--- src/rtl/pipeline_sequencer.sv ---
// Pipeline valid/enable sequencer: per-stage valid bits with stall back-pressure and bubble
// collapse, front-end flush on correction, fetch handshake FSM with skid, timeout fault, retire count.
module pipeline_sequencer #(
    parameter int STAGES      = 5,
    parameter int FLUSH_DEPTH = 3,
    parameter int DATA_WIDTH  = 32,
    parameter int MEM_TIMEOUT = 15,
    parameter int RET_WIDTH   = 32
) (
    input  logic                  clock_in,
    input  logic                  reset_in,
    input  logic                  correction_flag_in,
    input  logic [STAGES-1:0]     stall_req_in,
    output logic                  ins_mem_valid_out,
    input  logic                  ins_mem_ready_in,
    input  logic [DATA_WIDTH-1:0] ins_mem_data_in,
    output logic [DATA_WIDTH-1:0] fetch_data_out,
    output logic [STAGES-1:0]     stage_set_out,
    output logic [STAGES-1:0]     stage_clear_out,
    output logic [STAGES-1:0]     stage_valid_out,
    output logic                  fetch_fault_out,
    output logic [RET_WIDTH-1:0]  retire_count_out
);

    typedef enum logic [1:0] {
        IDLE    = 2'd0,
        REQUEST = 2'd1,
        DISCARD = 2'd2,
        FAULT   = 2'd3
    } fetch_state_e;

    localparam logic [STAGES-1:0] KILL_MASK = STAGES'((32'd1 << FLUSH_DEPTH) - 32'd1);
    localparam logic [7:0]        TMO_LAST  = 8'(MEM_TIMEOUT - 1);

    fetch_state_e          state_q, state_d;
    logic [STAGES-1:0]     valid_q, valid_d;
    logic                  skid_valid_q, skid_valid_d;
    logic [DATA_WIDTH-1:0] skid_data_q, skid_data_d;
    logic [7:0]            tmo_q, tmo_d;
    logic                  fault_q, fault_d;
    logic                  mem_valid_q, mem_valid_d;
    logic [RET_WIDTH-1:0]  retire_q, retire_d;

    logic [STAGES-1:0]     hold_s;
    logic [STAGES-1:0]     in_s;
    logic [STAGES-1:0]     kill_s;
    logic                  fetch_done_s;
    logic                  retire_en_s;

    // Back-pressure ripples from the last stage forward; an empty stage breaks the chain
    always_comb begin
        logic carry;
        carry  = 1'b0;
        hold_s = '0;
        for (int i = STAGES - 1; i >= 0; i--) begin
            hold_s[i] = valid_q[i] & (stall_req_in[i] | carry);
            carry     = hold_s[i];
        end
    end

    // Stage arrivals, flush mask, register enables and next valid bits
    always_comb begin
        fetch_done_s = (state_q == REQUEST) & ins_mem_ready_in;
        in_s         = {valid_q[STAGES-2:0] & ~hold_s[STAGES-2:0], skid_valid_q | fetch_done_s};
        if (correction_flag_in) begin
            kill_s = KILL_MASK;
        end else begin
            kill_s = '0;
        end
        stage_set_out   = ~hold_s | kill_s;
        stage_clear_out = kill_s | (~hold_s & ~in_s);
        valid_d         = ~kill_s & ((hold_s & valid_q) | (~hold_s & in_s));
        retire_en_s     = valid_q[STAGES-1] & ~hold_s[STAGES-1];
        retire_d        = retire_q + {{(RET_WIDTH-1){1'b0}}, retire_en_s};
    end

    // Fetch handshake FSM, skid buffer and timeout counter
    always_comb begin
        state_d      = state_q;
        skid_valid_d = skid_valid_q;
        skid_data_d  = skid_data_q;
        tmo_d        = 8'd0;
        fault_d      = fault_q;
        case (state_q)
            IDLE: begin
                if (skid_valid_q && !hold_s[0]) begin
                    skid_valid_d = 1'b0;
                end else begin
                    skid_valid_d = skid_valid_q;
                end
                if (!skid_valid_q && !hold_s[0] && !correction_flag_in && !fault_q) begin
                    state_d = REQUEST;
                end else begin
                    state_d = IDLE;
                end
            end
            REQUEST, DISCARD: begin
                if (ins_mem_ready_in) begin
                    if ((state_q == DISCARD) || correction_flag_in) begin
                        state_d = IDLE;
                    end else if (hold_s[0]) begin
                        skid_valid_d = 1'b1;
                        skid_data_d  = ins_mem_data_in;
                        state_d      = IDLE;
                    end else begin
                        state_d = REQUEST;
                    end
                end else if (tmo_q == TMO_LAST) begin
                    // The outstanding handshake is abandoned; the fault is sticky until reset
                    state_d = FAULT;
                    fault_d = 1'b1;
                end else begin
                    tmo_d = tmo_q + 8'd1;
                    if (correction_flag_in) begin
                        state_d = DISCARD;
                    end else begin
                        state_d = state_q;
                    end
                end
            end
            FAULT: begin
                state_d = FAULT;
                fault_d = 1'b1;
            end
            default: begin
                state_d = IDLE;
            end
        endcase
        skid_valid_d = skid_valid_d & ~correction_flag_in;
        mem_valid_d  = (state_d == REQUEST) || (state_d == DISCARD);
    end

    // State, handshake and counter registers
    always_ff @(posedge clock_in or posedge reset_in) begin
        if (reset_in) begin
            state_q      <= IDLE;
            valid_q      <= '0;
            skid_valid_q <= 1'b0;
            skid_data_q  <= '0;
            tmo_q        <= 8'd0;
            fault_q      <= 1'b0;
            mem_valid_q  <= 1'b0;
            retire_q     <= '0;
        end else begin
            state_q      <= state_d;
            valid_q      <= valid_d;
            skid_valid_q <= skid_valid_d;
            skid_data_q  <= skid_data_d;
            tmo_q        <= tmo_d;
            fault_q      <= fault_d;
            mem_valid_q  <= mem_valid_d;
            retire_q     <= retire_d;
        end
    end

    assign ins_mem_valid_out = mem_valid_q;
    assign fetch_data_out    = skid_valid_q ? skid_data_q : ins_mem_data_in;
    assign stage_valid_out   = valid_q;
    assign fetch_fault_out   = fault_q;
    assign retire_count_out  = retire_q;

endmodule

--- config.mk ---
export PLATFORM = sky130hd
export DESIGN_NAME = pipeline_sequencer
export DESIGN_NICKNAME = d
export VERILOG_FILES = /design/src/rtl/pipeline_sequencer.sv
export SDC_FILE = /design/constraint.sdc
export NUM_CORES = 1
export LEC_CHECK = 0
export ABC_AREA = 1
export CAP_MARGIN = 0
export CORE_MARGIN = 3
export CORE_UTILIZATION = 40
export DETAILED_ROUTE_END_ITERATION = 7
export PLACE_DENSITY = 0.81
export SYNTH_ARGS = -nofsm -noshare
export SYNTH_HDL_FRONTEND = slang
export SYNTH_SLANG_ARGS = --single-unit
--- constraint.sdc ---
create_clock -name clock_in -period 2.9 [get_ports clock_in]
set_input_delay 0.58 -clock clock_in [delete_from_list [all_inputs] [get_ports clock_in]]
set_output_delay 0.58 -clock clock_in [all_outputs]
set_load 0.02 [all_outputs]
==> results.txt <==
status: completed
crit-path cells: clkdlybuf4s50_1, nand2_2, nand2_1, nand2_2, nand2_2, nand2_1, nand2_1, nand2_1, nand2_1, nand2_1, inv_1, nor2_1, a21oi_2, inv_1, buf_2
Fin. Hold Viols: 0
RSZ-0062 raised after global routing: no
Design Power: 0.002152 W
Fmax: 0.3651 GHz
clk sinks: 82
Max-slew headroom: 0.6348
Die ar.: 11440 um^2
worst hold path depth: 1
Synth area leaders: dfrtp_1 (50%), nand2_1 (11%), inv_1 (6.4%)
Die Ht: 107.0 um
Worst R2R Setup Slack: 630 ps
max-cap viol count: 0
slowest CP cell: clkdlybuf4s50_1
area grow syn2layout: 39.49%
Cell Rows: 36
DRT iter0 DRCs: 161
crit path capture type: output port
crit-path max FO: 2
synth warn: 0
Slowest Stage Delay on Critical Path: 500 ps
Clock Latency Late Sink: 340 ps
register area share after synthesis: 0.5032
fraction of layout cells with a size suffix above 1: 0.1017
first-pass GRT wire length: 15850 um
WHS: 477.6 ps
Final Skew: 14.73 ps
HP Class: reg -> reg
Core ar.: 9864 um^2
Clock transition at path regs: 80 ps
die outline width: 107.0 um
maximum clock path buffer count: 2
DP Area: 5489 um^2
ANT nets after route: 0
count of cell types in the netlist: 31
Ant. Diodes: 0
CP arrival: 2160 ps
CP Class: in -> out
largest net degree at the start of global routing: 66
startpoint types: primary input
r2r endpoint: retire_count_out[28]
worst hold start: retire_count_out[31]
DP Wirelength: 7497 um
CTS buffer count: 9
via-per-instance ratio: 4.694
Mapped Area: 4078 um^2
Total Wirelength: 9747 um
count of pins over their slew limit: 0
wl on met1: 4091 um
#FFs+latches synth: 82
metal3 WL: 301 um
Global Route Usage Sum: 0.1716
GRT overflow: 0
Met2 Wirelength: 5169 um
hold path endpoint: retire_count_out[31]
Fillers: 832
Syn Inst Count: 466
VDD IR max: 0.1957 mV
Placer Congestion: 0.9258
vias in the first global route: 3457
Root Driver: clkbuf_8
DRC Markers: 0
top cell type's share of synthesized area: 0.5032
drt pass-1 iters: 4
DR WL/cell: 13.30 um
CP dominant cell by count: nand2_1
shortest period the worst path allows: 2739 ps
LEAKAGE: 2.636 nW
Boundary Pins: 122
pwr dens: 378.3 nW/um^2
Port Buf Inserts: 121
Initial Util: 0.4134
syn_area_per_cell: 8.750 um^2
Final Cell Area: 5688 um^2
initial antenna violation count: 0
uppermost layer routed: met4
CTS HTree Levels: 3
DR vias: 3441
period utilisation layout: 0.9445
Worst EP required: 2320 ps
Final Setup Violations: 0
R2R depth: 14
post-synth top area cell: dfrtp_1
Syn Nets: 515
CTS tree: done
nets@finish: 644
Worst Tran Pin Value: 547.2 ps
[worst max-delay path: cells and delay by family]
kind	cells	cell delay [ps]
AOI/OAI and AO/OA	1	160
and+or+nand+nor	10	650
buffers and inverters	4	770
[kinds of logic (layout without fill, tap and decap cells)]
logic type | count (synthesis) | count (layout) | synth area share
XOR/XNOR | 32 | 32 | 0.06873
AND/OR/NAND/NOR | 181 | 181 | 0.2188
buffers and inverters | 87 | 221 | 0.09021
adder cells (fa/ha/maj) | 8 | 8 | 0.02455
flip-flops | 82 | 82 | 0.5032
AO/OA/AOI/OAI | 76 | 76 | 0.09451
[metal layers]
layer	track usage	vias to the layer above
li1	-	1718
met1	0.2046	1636
met2	0.3112	72
met3	0.03010	15
met4	0.05845	0
met5	0	-
[power by group]
part / internal (W) / total [W] / leakage, nW / switching [W]
logic: 0.000101 / 0.000198 / 1.43 / 0.0000973
registers: 0.00114 / 0.00114 / 1.12 / 0.000000470
clock network: 0.000400 / 0.000810 / 0.0889 / 0.000410
[cell usage in the layout (no fill, tap or decap), drive strengths merged, types with 3 or more instances in the layout]
cell type	instances
nand4	6
nor2	20
nand2	120
nor4	3
nand3	18
clkdlybuf4s50	116
clkbuf	11
xnor2	13
buf	12
xor2	19
inv	72
o21ai	65
a21oi	9
dfrtp	82
nor3	10
clkinvlp	3
ha	8
clkinv	3
[cell usage after synthesis]
cell type  instances
nor3b_1            2
nor3_4             1
nand4_2            1
inv_2              3
dfrtp_1           82
nand2_1          115
nor2_1            13
xor2_1            19
nor3_2             2
nand3_2            5
buf_6              5
nand4_1            5
nor4_1             1
o21ai_0           33
a21oi_1            9
clkbuf_1           8
and3_1             2
xnor2_1           13
nand2_4            1
nor2_4             5
nor2_2             2
clkinv_1           1
o21ai_1           32
nand2_2            4
ha_1               8
o211ai_1           2
nand3_1           13
inv_1             69
nor4_4             2
nor3_1             7
buf_4              1
[flip-flops by register name, summed over array words and instances (netlist names), named ones only]
signal	flops
retire_count_out	32
skid_data_q	32
tmo_q	8
stage_valid_out	3
state_q	2
fetch_fault_out	1
ins_mem_valid_out	1
skid_valid_q	1
[cell type report]
type	instances	area, um^2	area share
inverters	73	275.3	0.04839
clock inverters	6	66.31	0.01166
clock buffers	10	127.6	0.02244
multi-input cells	297	1674	0.2943
well taps	133	166.4	0.02926
repair buffers	132	1325	0.2330
flip-flops and latches	82	2053	0.3610
[stage by stage]
step                utilization  cells  setup slack [ps]  setup TNS (ps)
global placement         0.5564    717            -255.0          -433.9
floorplan                     -    466             211.6               0
global route             0.5766    733             12.85               0
CTS                      0.5764    733             9.359               0
finish                   0.5766    733             161.1               0
detailed placement       0.5564    717            -288.4          -508.2
[worst max-delay path by stage]
stage	cells past startpoint	to	start	slack, ps
after detailed placement	15	stage_clear_out[0]	stall_req_in[4]	-290
after global routing	15	stage_clear_out[0]	stall_req_in[4]	10
final	15	stage_clear_out[0]	stall_req_in[4]	160
after floorplan	1	asynchronous set/reset pin	reset_in	210
after global placement	15	stage_clear_out[0]	stall_req_in[4]	-250
after CTS	10	stage_set_out[1]	stall_req_in[4]	9
[repair_timing]
action,in CTS,in global routing
endpoints found under the setup margin,3,4
hold buffers,0,0
gates resized for setup,6,8
pin swaps,0,1
setup buffers,0,0
No activity file was read; power rests on OpenSTA's default activity.
==> edit 1 (same flow settings) <==
Reset style: synchronous (`reset_in`), changed in one clocked block.
--- a/src/rtl/pipeline_sequencer.sv
+++ b/src/rtl/pipeline_sequencer.sv
@@ -131,7 +131,7 @@
     end
 
     // State, handshake and counter registers
-    always_ff @(posedge clock_in or posedge reset_in) begin
+    always_ff @(posedge clock_in) begin
         if (reset_in) begin
             state_q      <= IDLE;
             valid_q      <= '0;
Behaviour: differs if reset_in is asserted again (counterexample within 4 cycles, from zero or initial values and one cycle with reset_in high); with reset_in held inactive, the same outputs for 10 cycles.
==> edit 1 against the original RTL <==
  * Wire length rose by 1.0%
  * Critical path type unchanged
  * Setup slack got worse by 0.0071 ns
  * Cell count rose by 9.8%
  * Synthesized area fell by 4.0%
  * Critical endpoint is now stage_clear_out[2]
  * Sequential share of layout area fell by 6.3 points
  * Worst hold slack got worse by 0.027 ns
  * Sequential cell count did not move
  * Largest cell class is now multi-input combinational cells
  * Design area fell by 3.2%
  * Global-route usage rose by 0.94 points
  * Combinational power rose by 17%
  * Total power rose by 6.2%
==> edit 1: results (changes against the original RTL) <==
Timing
  – Worst-Margin Slew: 0.673 ns (was 0.547 ns)
  – Clock Skew: 0.0107 ns (was 0.0147 ns)

Power and ir drop
  – Sequential power share: 0.495 (was 0.531)
  – Net Switching: 0.000526 W (was 0.000508 W)
  – Combinational power: 0.000232 W (was 0.000198 W)
  – Peak VDD IR: 287 uV (was 196 uV)
  – Total power draw: 0.00228 W (was 0.00215 W)
  – Leak: 2.10 nW (was 2.64 nW)

Yosys
  – Synth top cells by count: 91 x inv_1, 88 x nand2_1, 82 x dfxtp_1, 61 x a21oi_1, 56 x o21ai_0 (was 115 x nand2_1, 82 x dfrtp_1, 69 x inv_1, 33 x o21ai_0, 32 x o21ai_1)
  – Mapped Cells: 548 (was 466)
  – Compound-cell area share of the yosys netlist: 0.197 (was 0.0945)
  – Xor-xnor portion of the synthesized cell area: 0.0112 (was 0.0687)
  – Post-synth cell types: 34 (was 31)
  – Synth area leaders: dfxtp_1 42%, inv_1 8.7%, nand2_1 8.4% (was dfrtp_1 50%, nand2_1 11%, inv_1 6.4%)
  – Primary FF master, synth: dfxtp_1 (was dfrtp_1)
  – Post-Synth Adder-Cell Area: 0.0256 (was 0.0245)
  – Register area share after synthesis: 0.419 (was 0.503)
  – Share of synthesized registers carrying an async set or reset: 0 (was 1.00)
  – Syn nets: 597 (was 515)
  – Multiplexer share of the synthesized area: 0 (unchanged)

Placed design
  – DPL Wire Length: 7380 um (was 7500 um)
  – Inst Count DP: 789 (was 717)
  – Pre-CTS setup slack: -0.230 ns (was -0.288 ns)
  – GPL Wtd Cong: 0.835 (was 0.926)
  – Buffers on Ports: 121 (unchanged)
  – Area after DPL: 5280 um2 (was 5490 um2)

Route
  – 1st-iter DRT viols: 204 (was 161)
  – WL final: 9850 um (was 9750 um)
  – Routed WL per cell: 12.2 um (was 13.3 um)
  – DR vias: 3937 (was 3441)

Finish
  – Share of layout cells above drive strength 1: 0.0769 (was 0.102)
  – Ant. Diodes: 0 (unchanged)
  – Filler cells: 872 (was 832)
  – Final nets: 721 (was 644)

Worst setup path
  – CP delay by family, top: buffers and inverters (unchanged)
  – Max stage delay on crit path: 0.62 ns (was 0.50 ns)
  – Worst path arrival time: 2.17 ns
  – Critical path peak fanout: 7 (was 2)

Global route
  – Total GRT Usage: 0.181 (was 0.172)
  – Vias in the first global route: 3948 (was 3457)
  – Global-route wire length before repair: 17100 um (was 15800 um)

CTS
  – Setup bufs post-CTS: 0 (unchanged)
  – CTS resizes: 2 (was 6)
  – Clk pin slew, worst setup/hold paths: 0.09 ns
  – Num CTS Buffers: 9 (unchanged)
  – Largest buffer count on any clock path: 2 (unchanged)
  – H-tree levels: 3 (unchanged)

Status
  – Outcome: completed (unchanged)

Min path
  – Hold WC Path Type: reg2reg (unchanged)
## edit 1: final cells by class
class | instances | area (um2) | share of cell area
Clock buffer | 10 | 138 | 0.0250
Clock inverter | 5 | 86.3 | 0.0157
Inverter | 95 | 357 | 0.0648
Multi-Input combinational cell | 350 | 1800 | 0.326
Sequential cell | 82 | 1640 | 0.298
Tap cell | 129 | 161 | 0.0293
Timing Repair Buffer | 134 | 1330 | 0.241
## edit 1: worst paths after layout
path	cells after the start	end	slack [ns]	startpoint
worst max register to register	13	retire_count_out[28]	0.62	register
worst max-delay path	6	stage_clear_out[2]	0.15	correction_flag_in
worst min register to register	2	skid_data_q[31]	0.45	skid_data_q[31]
worst min-delay path	2	skid_data_q[31]	0.45	skid_data_q[31]
## edit 1: routing by layer
layer,global-route usage,wire length [um],vias up
met5,0,0,-
met4,0.0637,141,0
met3,0.0346,494,14
met2,0.329,4960,98
met1,0.211,4250,1800
li1,-,-,2025
==> edit 2 (same settings) <==
Without the edit above. Set the parameter `DATA_WIDTH` to 64 (it was 32).
--- a/src/rtl/pipeline_sequencer.sv
+++ b/src/rtl/pipeline_sequencer.sv
@@ -3,7 +3,7 @@
 module pipeline_sequencer #(
     parameter int STAGES      = 5,
     parameter int FLUSH_DEPTH = 3,
-    parameter int DATA_WIDTH  = 32,
+    parameter int DATA_WIDTH  = 64,
     parameter int MEM_TIMEOUT = 15,
     parameter int RET_WIDTH   = 32
 ) (
Ports: changed (resized fetch_data_out and ins_mem_data_in); port bits go from 122 to 186. No check against the original RTL was run, so the function may have changed too.
==> edit 2 against the original RTL <==
  * Wire length rose by 41%
  * Global-route usage increased by 0.68 points
  * Synthesized area up 43%
  * Setup slack better by 0.020 ns
  * Sequential cell count is 32 higher
  * Design area is 51% higher
  * Worst hold slack worse by 0.016 ns
  * Total power rose by 95%
  * Critical endpoint is now stage_clear_out[2]
  * Largest cell class unchanged
  * Highest routed layer unchanged
==> edit 2: results (changes against the original RTL) <==
Status
  – Outcome: completed (unchanged)

Yosys
  – Xor-xnor portion of the synthesized cell area: 0.0436 (was 0.0687)
  – Mapped Avg Cell Area: 8.60 um2 (was 8.75 um2)
  – Post-Synth Adder-Cell Area: 0.0172 (was 0.0245)
  – Register area share after synthesis: 0.490 (was 0.503)
  – Synth area leaders: dfrtp_1 49%, nand2_1 11%, inv_1 6.7% (was dfrtp_1 50%, nand2_1 11%, inv_1 6.4%)

Timing
  – Hold_ws: 0.461 ns (was 0.478 ns)
  – Worst-Margin Slew: 0.644 ns (was 0.547 ns)

Finish
  – Filler cells: 1185 (was 832)
  – #MultiIn Comb: 430 (was 297)
  – Fraction of area in multi-input gates: 0.278 (was 0.294)
  – Multi-input logic area: 2380 um2 (was 1670 um2)
  – Sequential cell area: 2860 um2 (was 2050 um2)
  – Share of layout cells above drive strength 1: 0.132 (was 0.102)
  – Clock-cell share: 0.0735 (was 0.0341)

Route
  – 1st-iter DRT viols: 249 (was 161)
  – Routed WL per cell: 12.9 um (was 13.3 um)
  – Met2 wire length: 6720 um (was 5170 um)
  – Vias per Instance: 4.75 (was 4.69)
  – Met3 wire length: 975 um (was 301 um)
  – WL met1: 5820 um (was 4090 um)

Global route
  – Vias in the first global route: 4967 (was 3457)
  – Largest net degree at the start of global routing: 115 (was 66)
  – Global routing usage on met1: 0.216 (was 0.205)
  – Met3 usage: 0.0615 (was 0.0301)

Placed design
  – DPL Wire Length: 9940 um (was 7500 um)
  – Buffers on Ports: 185 (was 121)
  – Inst Count DP: 1031 (was 717)

Power and ir drop
  – Seq. pwr: 0.00161 W (was 0.00114 W)
  – Gate power share: 0.090 (was 0.092)
  – Leak: 4.00 nW (was 2.64 nW)

Worst setup path
  – Max stage delay on crit path: 0.59 ns (was 0.50 ns)
  – Worst path arrival time: 2.14 ns (was 2.16 ns)
  – Reg2reg path depth: 11 (was 14)
  – Critical path peak fanout: 5 (was 2)

CTS
  – Clk pin slew, worst setup/hold paths: 0.05 ns (was 0.08 ns)
  – CTS Root Cell: clkbuf_16 (was clkbuf_8)

Floorplan
  – Rows: 43 (was 36)
edit 2: changes by cell type in the layout (fill, tap and decap cells not counted), sizes merged, moves of 5 or more:
cell and delta:
dfrtp +32, nor3 +5, o21ai +65, clkbuf +13, buf +7, inv +31
nand2 +60, clkdlybuf4s50 +66
edit 2: cell families after synthesis:
| kind of cell | count (synthesis) |
|---|---|
| DFF | 114 |
| adders and majority gates | 8 |
| buffers and inverters | 133 |
| AOI/OAI and AO/OA | 144 |
| xor gates and xnor gates | 29 |
| and+or+nand+nor | 249 |
edit 2: how the worst max path moves through the flow:
stage                     slack [ns]                 end  cells past startpoint          startpoint
after global routing            0.02    stage_set_out[0]                     14     stall_req_in[4]
after CTS                       0.02  stage_clear_out[0]                     15     stall_req_in[4]
final                           0.18  stage_clear_out[2]                      6  correction_flag_in
after global placement         -0.14  stage_clear_out[0]                     15     stall_req_in[4]
after detailed placement       -0.20  stage_clear_out[0]                     15     stall_req_in[4]
after floorplan                 0.67  stage_clear_out[0]                     13     stall_req_in[4]
